--- src/rtl/clusterv_periph_bridge.sv ---
// ---------------------------------------------------------------------------
// clusterv_periph_bridge
//
// Registered Wishbone bridge from the 32-bit-address cluster interconnect
// to the 16-bit-address register port of the peripheral subsystem. It
// decodes a 64KB window at BASE_ADR and narrows the address to 16 bits.
// Only one transaction is in flight at a time. A watchdog aborts target
// accesses that never complete, and a saturating counter records every
// error response.
//
// Ports
//   clock, reset          system clock, asynchronous active-low reset
//   t_adr/t_dat_w/t_cyc/  upstream request (32-bit byte address)
//   t_stb/t_we/t_sel
//   t_dat_r/t_ack/t_err   upstream response (single-cycle ack or err)
//   i_adr/i_dat_w/i_cyc/  downstream request (16-bit address)
//   i_stb/i_we/i_sel
//   i_dat_r/i_ack/i_err   downstream response
//   err_cnt               saturating count of error responses
//   err_clr               synchronous clear of err_cnt
// ---------------------------------------------------------------------------
module clusterv_periph_bridge #(
  parameter logic [31:0] BASE_ADR = 32'h4000_0000,
  parameter int unsigned TIMEOUT  = 64
) (
  input  logic        clock,
  input  logic        reset,
  input  logic [31:0] t_adr,
  input  logic [31:0] t_dat_w,
  output logic [31:0] t_dat_r,
  input  logic        t_cyc,
  input  logic        t_stb,
  input  logic        t_we,
  input  logic [3:0]  t_sel,
  output logic        t_ack,
  output logic        t_err,
  output logic [15:0] i_adr,
  output logic [31:0] i_dat_w,
  input  logic [31:0] i_dat_r,
  output logic        i_cyc,
  output logic        i_stb,
  output logic        i_we,
  output logic [3:0]  i_sel,
  input  logic        i_ack,
  input  logic        i_err,
  output logic [7:0]  err_cnt,
  input  logic        err_clr
);

  typedef enum logic [1:0] {IDLE, REQ, RESP} state_t;

  localparam logic [7:0] TMO_LAST = 8'(TIMEOUT - 1);

  state_t     state;
  logic [7:0] tmo_cnt;
  logic       req;
  logic       hit;
  logic       tmo_hit;
  logic       err_inc;

  function automatic logic [7:0] sat_inc(input logic [7:0] c);
    return (c == 8'hFF) ? c : c + 8'd1;
  endfunction

  assign req     = t_cyc & t_stb;
  assign hit     = (t_adr[31:16] == BASE_ADR[31:16]);
  assign tmo_hit = (tmo_cnt == TMO_LAST);

  // Every path into RESP with err: decode miss, target err, or watchdog.
  assign err_inc = ((state == IDLE) && req && !hit) ||
                   ((state == REQ) && (i_err || (!i_ack && tmo_hit)));

  always_ff @(posedge clock or negedge reset) begin
    if (!reset) begin
      state   <= IDLE;
      tmo_cnt <= 8'd0;
      t_dat_r <= 32'd0;
      t_ack   <= 1'b0;
      t_err   <= 1'b0;
      i_adr   <= 16'd0;
      i_dat_w <= 32'd0;
      i_cyc   <= 1'b0;
      i_stb   <= 1'b0;
      i_we    <= 1'b0;
      i_sel   <= 4'd0;
      err_cnt <= 8'd0;
    end else begin
      // A clear coinciding with a new error leaves exactly that one error.
      if (err_clr)      err_cnt <= {7'd0, err_inc};
      else if (err_inc) err_cnt <= sat_inc(err_cnt);

      case (state)
        IDLE: begin
          if (req) begin
            i_adr   <= t_adr[15:0];
            i_dat_w <= t_dat_w;
            i_we    <= t_we;
            i_sel   <= t_sel;
            if (hit) begin
              i_cyc <= 1'b1;
              i_stb <= 1'b1;
              state <= REQ;
            end else begin
              // Out-of-window: answer upstream directly, target never sees it.
              t_err <= 1'b1;
              state <= RESP;
            end
          end
        end

        REQ: begin
          if (i_err) begin
            i_cyc <= 1'b0;
            i_stb <= 1'b0;
            t_err <= 1'b1;
            state <= RESP;
          end else if (i_ack) begin
            if (!i_we) t_dat_r <= i_dat_r;
            i_cyc <= 1'b0;
            i_stb <= 1'b0;
            t_ack <= 1'b1;
            state <= RESP;
          end else if (tmo_hit) begin
            // Abort; any late target response lands in IDLE and is ignored.
            i_cyc <= 1'b0;
            i_stb <= 1'b0;
            t_err <= 1'b1;
            state <= RESP;
          end else begin
            tmo_cnt <= tmo_cnt + 8'd1;
          end
        end

        RESP: begin
          t_ack   <= 1'b0;
          t_err   <= 1'b0;
          tmo_cnt <= 8'd0;
          state   <= IDLE;
        end

        default: state <= IDLE;
      endcase
    end
  end

endmodule

--- config.mk ---
export PLATFORM = sky130hd
export DESIGN_NAME = clusterv_periph_bridge
export DESIGN_NICKNAME = d
export VERILOG_FILES = /design/src/rtl/clusterv_periph_bridge.sv
export SDC_FILE = /design/constraint.sdc
export NUM_CORES = 1
export LEC_CHECK = 0
export ABC_AREA = 1
export CAP_MARGIN = 10
export CORE_MARGIN = 1
export CORE_UTILIZATION = 46
export CTS_CLUSTER_DIAMETER = 200
export DETAILED_ROUTE_END_ITERATION = 7
export PLACE_DENSITY_LB_ADDON = 0.05
export SYNTH_ARGS = -nofsm -noshare
export SYNTH_HDL_FRONTEND = slang
export SYNTH_SLANG_ARGS = --single-unit
--- constraint.sdc ---
create_clock -name clock -period 3.3 [get_ports clock]
set_clock_uncertainty 0.2 [all_clocks]
set_input_delay 0.66 -clock clock [delete_from_list [all_inputs] [get_ports clock]]
set_output_delay 0.66 -clock clock [all_outputs]
set_load 0.01 [all_outputs]
==> results of run 1 <==
## path summary, 6_finish.rpt
path,to
min reg2reg,i_dat_w[16]
max,err_cnt[5]
min in group asynchronous,t_dat_r[17]
max reg2reg,t_dat_r[29]
min,i_dat_w[16]
max in group asynchronous,t_dat_r[5]
## sequential cells by signal, summed over array words and instances, names as in the netlist
| register | count |
|---|---|
| t_err | 1 |
| t_dat_r | 32 |
| i_dat_w | 32 |
| i_sel | 4 |
| i_adr | 16 |
| i_stb | 1 |
| t_ack | 1 |
| err_cnt | 8 |
| tmo_cnt | 8 |
| state | 2 |
| i_we | 1 |
## area by class of cell
| class | count | area share (%) |
|---|---|---|
| clock buffer | 13 | 1.990 |
| clock inverter | 3 | 0.5736 |
| inverter | 59 | 3.173 |
| multi-input combinational | 358 | 24.02 |
| sequential | 106 | 38.00 |
| tap | 133 | 2.384 |
| timing repair buffer | 208 | 29.86 |
## per-layer routing
layer | vias up | track usage [%]
met1 | 1885 | 25.62
li1 | 2062 | -
met3 | 23 | 9.085
met5 | - | 0
met2 | 168 | 37.59
met4 | 0 | 9.642
## worst min-delay path: stages, from the launching register on
cell,delay (ns)
dfrtp_1,0.35
nand2_1,0.05
nand2_1,0.04
## cell families (layout without fill, tap and decap cells)
logic type	count (synthesis)	in the layout	share of synthesized area [%]
fa+ha+maj	2	2	0.5340
flops	106	106	56.61
xor+xnor	6	6	1.121
compound gates	47	47	7.637
simple gates	303	303	26.49
buf+inv	79	283	7.610
## report_power, final
group	switching (W)	internal [W]	total (W)	leakage, nW
logic	0.000683	0.000800	0.00148	1.99
registers	0.000190	0.00162	0.00181	1.37
clock network	0.000408	0.000351	0.000759	0.0914
## per-stage QoR
step	util [%]	total power [W]	area (um^2)	hold WS, ns
2_1_floorplan	-	0.002387	4686	0.1644
3_3_place_gp	69.16	0.003296	6792	0.2539
5_1_grt	71.09	0.004326	6980	0.2948
3_5_place_dp	69.16	0.003333	6792	0.2576
6_report	71.09	0.004055	6980	0.2759
4_1_cts	71.09	0.004113	6980	0.2815
## placed cells by master, fill, tap and decap left out, types with 5 or more instances in the layout
cell type,instances
nand2_1,238
clkdlybuf4s50_1,203
dfrtp_1,106
inv_1,55
o21ai_2,32
nand3_1,22
nor2_1,20
nand4_1,14
o21ai_0,10
clkbuf_8,9
xor2_1,5
==> results.yml, run 1 <==
status:
  status: "finished, final reports clean"
worst_setup_path:
  worstRegToRegCells: 8
  worstSetupStartpoint: "err_cnt[5]"
  slowest_stage: "clkdlybuf4s50_1"
  path_max_fanout: 6
  cp_num_buf_inv: 1
  r2r-start: "state[1]"
  cp.arrival_ns: 1.41
  r2r_slack_ns: 1.29
  endpoint_kind: "output port"
  crit_family: "buffers and inverters"
  crit_chain: "clkdlybuf4s50_1"
  start_kind: "register"
  crit_cells: 1
  required_ns: 2.44
  critPathMaxStageDelay_ns: 0.59
  critical_path_class: "reg -> out"
synthesis:
  ys_ff_latch: 106
  async_flop_share_pct: 100.0
  syn_nets: 653
  syn_area_um2: 4686
  synthCells: 543
  yosysMostFrequentCell: "nand2_1"
  synth_top_area_cell: "dfrtp_1"
  synthTopCellsByCount: "nand2_1 (238), dfrtp_1 (106), inv_1 (55), o21ai_2 (32), nand3_1 (22)"
  synth_seq_area_share_pct: 56.61
  synth_warnings: 0
  synth_area_leaders: "dfrtp_1 (57%), nand2_1 (19%), o21ai_2 (6.0%)"
  synth_cell_type_count: 26
  synth_edf_count: 0
  syn_avg_cell_area_um2: 8.629
  netlist.area_leader.share_pct: 56.61
  ys.flop_type: "dfrtp_1"
sta:
  tns_ns: 0
  finalCriticalPeriod_ns: 2.266
  rsz0062_at_grt: "no"
  period_share_pct: 68.66
  fmaxAchievable_ghz: 0.4414
  finalWorstSetupSlack_ns: 1.034
  finalHoldViolations: 0
  slew_headroom_pct: 42.13
  setup_viol: 0
  worstMarginPinSlew_ns: 0.8668
  maxSlewViolCount: 0
floorplan:
  core_area_um2: 9819
  start_util_pct: 47.72
  dieWidth_um: 102.9
  die_area_um2: 10590
  placementRows: 36
  dieHeight_um: 102.9
  ioPinCount: 205
pwr:
  p_leak_nw: 3.451
  ir_drop_mv: 0.4228
  powerDensity_nw_per_um2: 580.8
drt:
  drt_first_iter_violations: 100
  viasPerCell: 4.702
  num_vias: 4138
  route.detailed.drc: 0
  wl_met3_um: 1295
  final_antenna_net_count: 0
  wl_per_cell_um: 13.07
  firstDrtPassIters: 4
  wl_um: 11500
  wl_met1_um: 4570
  dr_wl_met2_um: 5379
  top_layer: "met4"
grt:
  overflow: 0
  grt_max_degree: 83
  grt_pass1_wl_um: 18330
  grt_usage_pct: 22.52
  antenna_found_initial: 0
  grt_pass1_vias: 3980
finish:
  n_antenna_cell: 0
  fillerInstances: 774
  seq_area_um2: 2653
  final_cells: 880
  area_growth_pct: 48.97
  multi_input_area_um2: 1677
  drive_gt1_share_pct: 7.764
  nets: 852
clock_tree:
  path_clk_slew_ns: 0.10
  cts.sinks: 106
  clock_path_buffers: 2
  h-tree-depth: 3
  cts_tree: "done"
  cts_resized: 0
  holdBufCountCts: 1
  cts_buffers: 9
  cts_setup_buffers: 0
  cts-root-buf: "clkbuf_8"
  clk_latency_ns: 0.35
place:
  dp_cells: 863
  place_worst_setup_slack_ns: 0.7214
  routabilityCongestion: 0.9173
  io_buffers: 204
  dp_hpwl_um: 8436
worst_hold_path:
  hold_path_startpoint: "i_dat_w[16]"
  hold_path_class: "reg -> reg"
  min_delay_path_depth: 2
job:
  maxCapViolations: 0
No activity file was read; power rests on OpenSTA's default activity.
==> inputs of run 2 (changes only) <==
- CORE_UTILIZATION: 46 -> 42
- clock period: 3.3 -> 2.1 ns (I/O delays scaled with it)
==> results.yml, run 2 (same netlist as run 1, synthesis figures left out) <==
status:
  status: "finished, final reports clean"
finish:
  seq_area_um2: 2654
  reg.largest.list: "i_dat_w (32), t_dat_r (32), i_adr (16)"
  final_cell_mix: "nand2_1 (237), clkdlybuf4s50_1 (203), dfrtp_1 (105), inv_1 (55), o21ai_2 (32)"
  final_cells: 900
  n_antenna_cell: 0
  fillerInstances: 897
  drive_gt1_share_pct: 10.00
  layout_commonest_cell: "nand2_1"
  nets: 865
  multi_input_area_um2: 1684
  area_growth_pct: 53.81
drt:
  route.detailed.drc: 0
  firstDrtPassIters: 6
  wl_per_cell_um: 13.18
  viasPerCell: 4.667
  drt_first_iter_violations: 155
  wl_um: 11860
  num_vias: 4200
  final_antenna_net_count: 0
worst_setup_path:
  cp_num_buf_inv: 1
  slowest_stage: "clkdlybuf4s50_1"
  cp.arrival_ns: 1.45
  regToRegEndpoint: "tmo_cnt[4]"
  worstRegToRegCells: 8
  endpoint_kind: "output port"
  critical_path_class: "reg -> out"
  path_max_fanout: 6
  r2r-start: "tmo_cnt[1]"
  crit_chain: "clkdlybuf4s50_1"
  required_ns: 1.48
  critPathMaxStageDelay_ns: 0.59
  crit_family: "buffers and inverters"
  start_kind: "register"
  r2r_slack_ns: 0.24
place:
  routabilityCongestion: 0.8266
  io_buffers: 204
  dp_cells: 883
  dp_hpwl_um: 8892
pwr:
  p_clk_share_pct: 22.9
  combinationalPowerShare_pct: 35.1
  p_leak_nw: 3.560
  netSwitchingPower_w: 0.002065
  internal_power_w: 0.004707
  swShare_pct: 30.49
  powerDensity_nw_per_um2: 939.6
  ir_drop_mv: 0.5688
  power_frac_seq_pct: 42.0
  power_w: 0.006772
clock_tree:
  cts_buffers: 9
  cts-root-buf: "clkbuf_8"
  cts.sinks: 106
  clock_path_buffers: 2
  clk_latency_ns: 0.37
  cts_tree: "done"
  path_clk_slew_ns: 0.10
  h-tree-depth: 3
sta:
  finalCriticalPeriod_ns: 2.075
  fmaxAchievable_ghz: 0.4820
  tns_ns: 0
  maxSlewViolCount: 0
  setup_viol: 0
  period_share_pct: 98.80
  worstMarginPinSlew_ns: 0.4753
  slew_headroom_pct: 68.31
  finalHoldViolations: 0
worst_hold_path:
  hold_path_class: "reg -> reg"
  hold_path_startpoint: "i_adr[8]"
  min_delay_worst_endpoint: "i_adr[8]"
  min_delay_path_depth: 2
floorplan:
  placementRows: 38
  die_area_um2: 11580
  dieWidth_um: 107.6
  dieHeight_um: 107.6
  start_util_pct: 43.22
  core_area_um2: 10840
  ioPinCount: 205
grt:
  grt_pass1_vias: 4136
  grt_pass1_wl_um: 19240
  overflow: 0
  grt_max_degree: 40
  antenna_found_initial: 1
  grt_usage_pct: 21.14
job:
  maxCapViolations: 0
[run 2: cell types whose count changed in the layout (fill, tap and decap cells not counted), moves of 2 or more]
cell       previous run  this run
buf_12                1         4
buf_4                 3        13
bufinv_16             1         3
clkbuf_1              4         1
clkbuf_8              9        11
clkinv_2              2         0
[run 2: power by group through the flow]
stage | combinational, W | sequential [W] | clock (W)
CTS | 0.00241 | 0.00285 | 0.00159
detailed placement | 0.00240 | 0.00288 | 0
finish | 0.00238 | 0.00285 | 0.00155
global route | 0.00260 | 0.00291 | 0.00166
global placement | 0.00236 | 0.00287 | 0
floorplan | 0.000650 | 0.00310 | 0
[run 2: what timing repair did]
item / CTS / global route
hold endpoints to repair: 30 / 0
hold buffers: 1 / 0
gates resized for setup: 0 / 3
endpoints found under the setup margin: 0 / 6
setup buffers: 0 / 0
[run 2: worst max path at each step]
| stage | start | endpoint | slack, ns | cells after the start |
|---|---|---|---|---|
| finish | err_cnt[7] | err_cnt[7] | 0.03 | 1 |
| global placement | t_adr[30] | err_cnt[5] | -0.007 | 11 |
| floorplan | err_cnt[0] | err_cnt[4] | 0.39 | 9 |
| CTS | err_cnt[5] | err_cnt[5] | 0.02 | 1 |
| detailed placement | t_adr[30] | err_cnt[3] | -0.06 | 11 |
| global route | err_cnt[7] | err_cnt[7] | -0.007 | 1 |
[run 2: per-layer routing]
| metal | GRT usage, % | wire length (um) | part of all wire (%) | vias to the layer above |
|---|---|---|---|---|
| met5 | 0 | 11 | 0.093 | - |
| met4 | 8.023 | 226 | 1.9 | 2 |
| met3 | 5.630 | 1009 | 8.5 | 18 |
| met2 | 34.57 | 5454 | 46 | 161 |
| met1 | 26.74 | 5160 | 44 | 1932 |
| li1 | - | - | - | 2087 |
[run 2: final cells by class]
type                            instances  share of cell area [%]
Timing Repair Buffer                  221                   30.80
Clock buffer                           12                   2.153
Multi-Input combinational cell        358                   23.37
Inverter                               59                   3.073
Tap cell                              140                   2.431
Clock inverter                          4                   1.354
Sequential cell                       106                   36.82
[run 2: stage by stage]
step / util, % / hold WS (ns) / setup slack (ns) / area, um^2
after floorplan: - / -0.07559 / 0.3931 / 4686
after global placement: 63.98 / 0.2019 / -0.006939 / 6935
after detailed placement: 63.98 / 0.2057 / -0.05923 / 6935
after CTS: 66.40 / 0.2818 / 0.02384 / 7198
after global routing: 66.48 / 0.3040 / -0.007270 / 7207
final: 66.48 / 0.2769 / 0.02521 / 7207
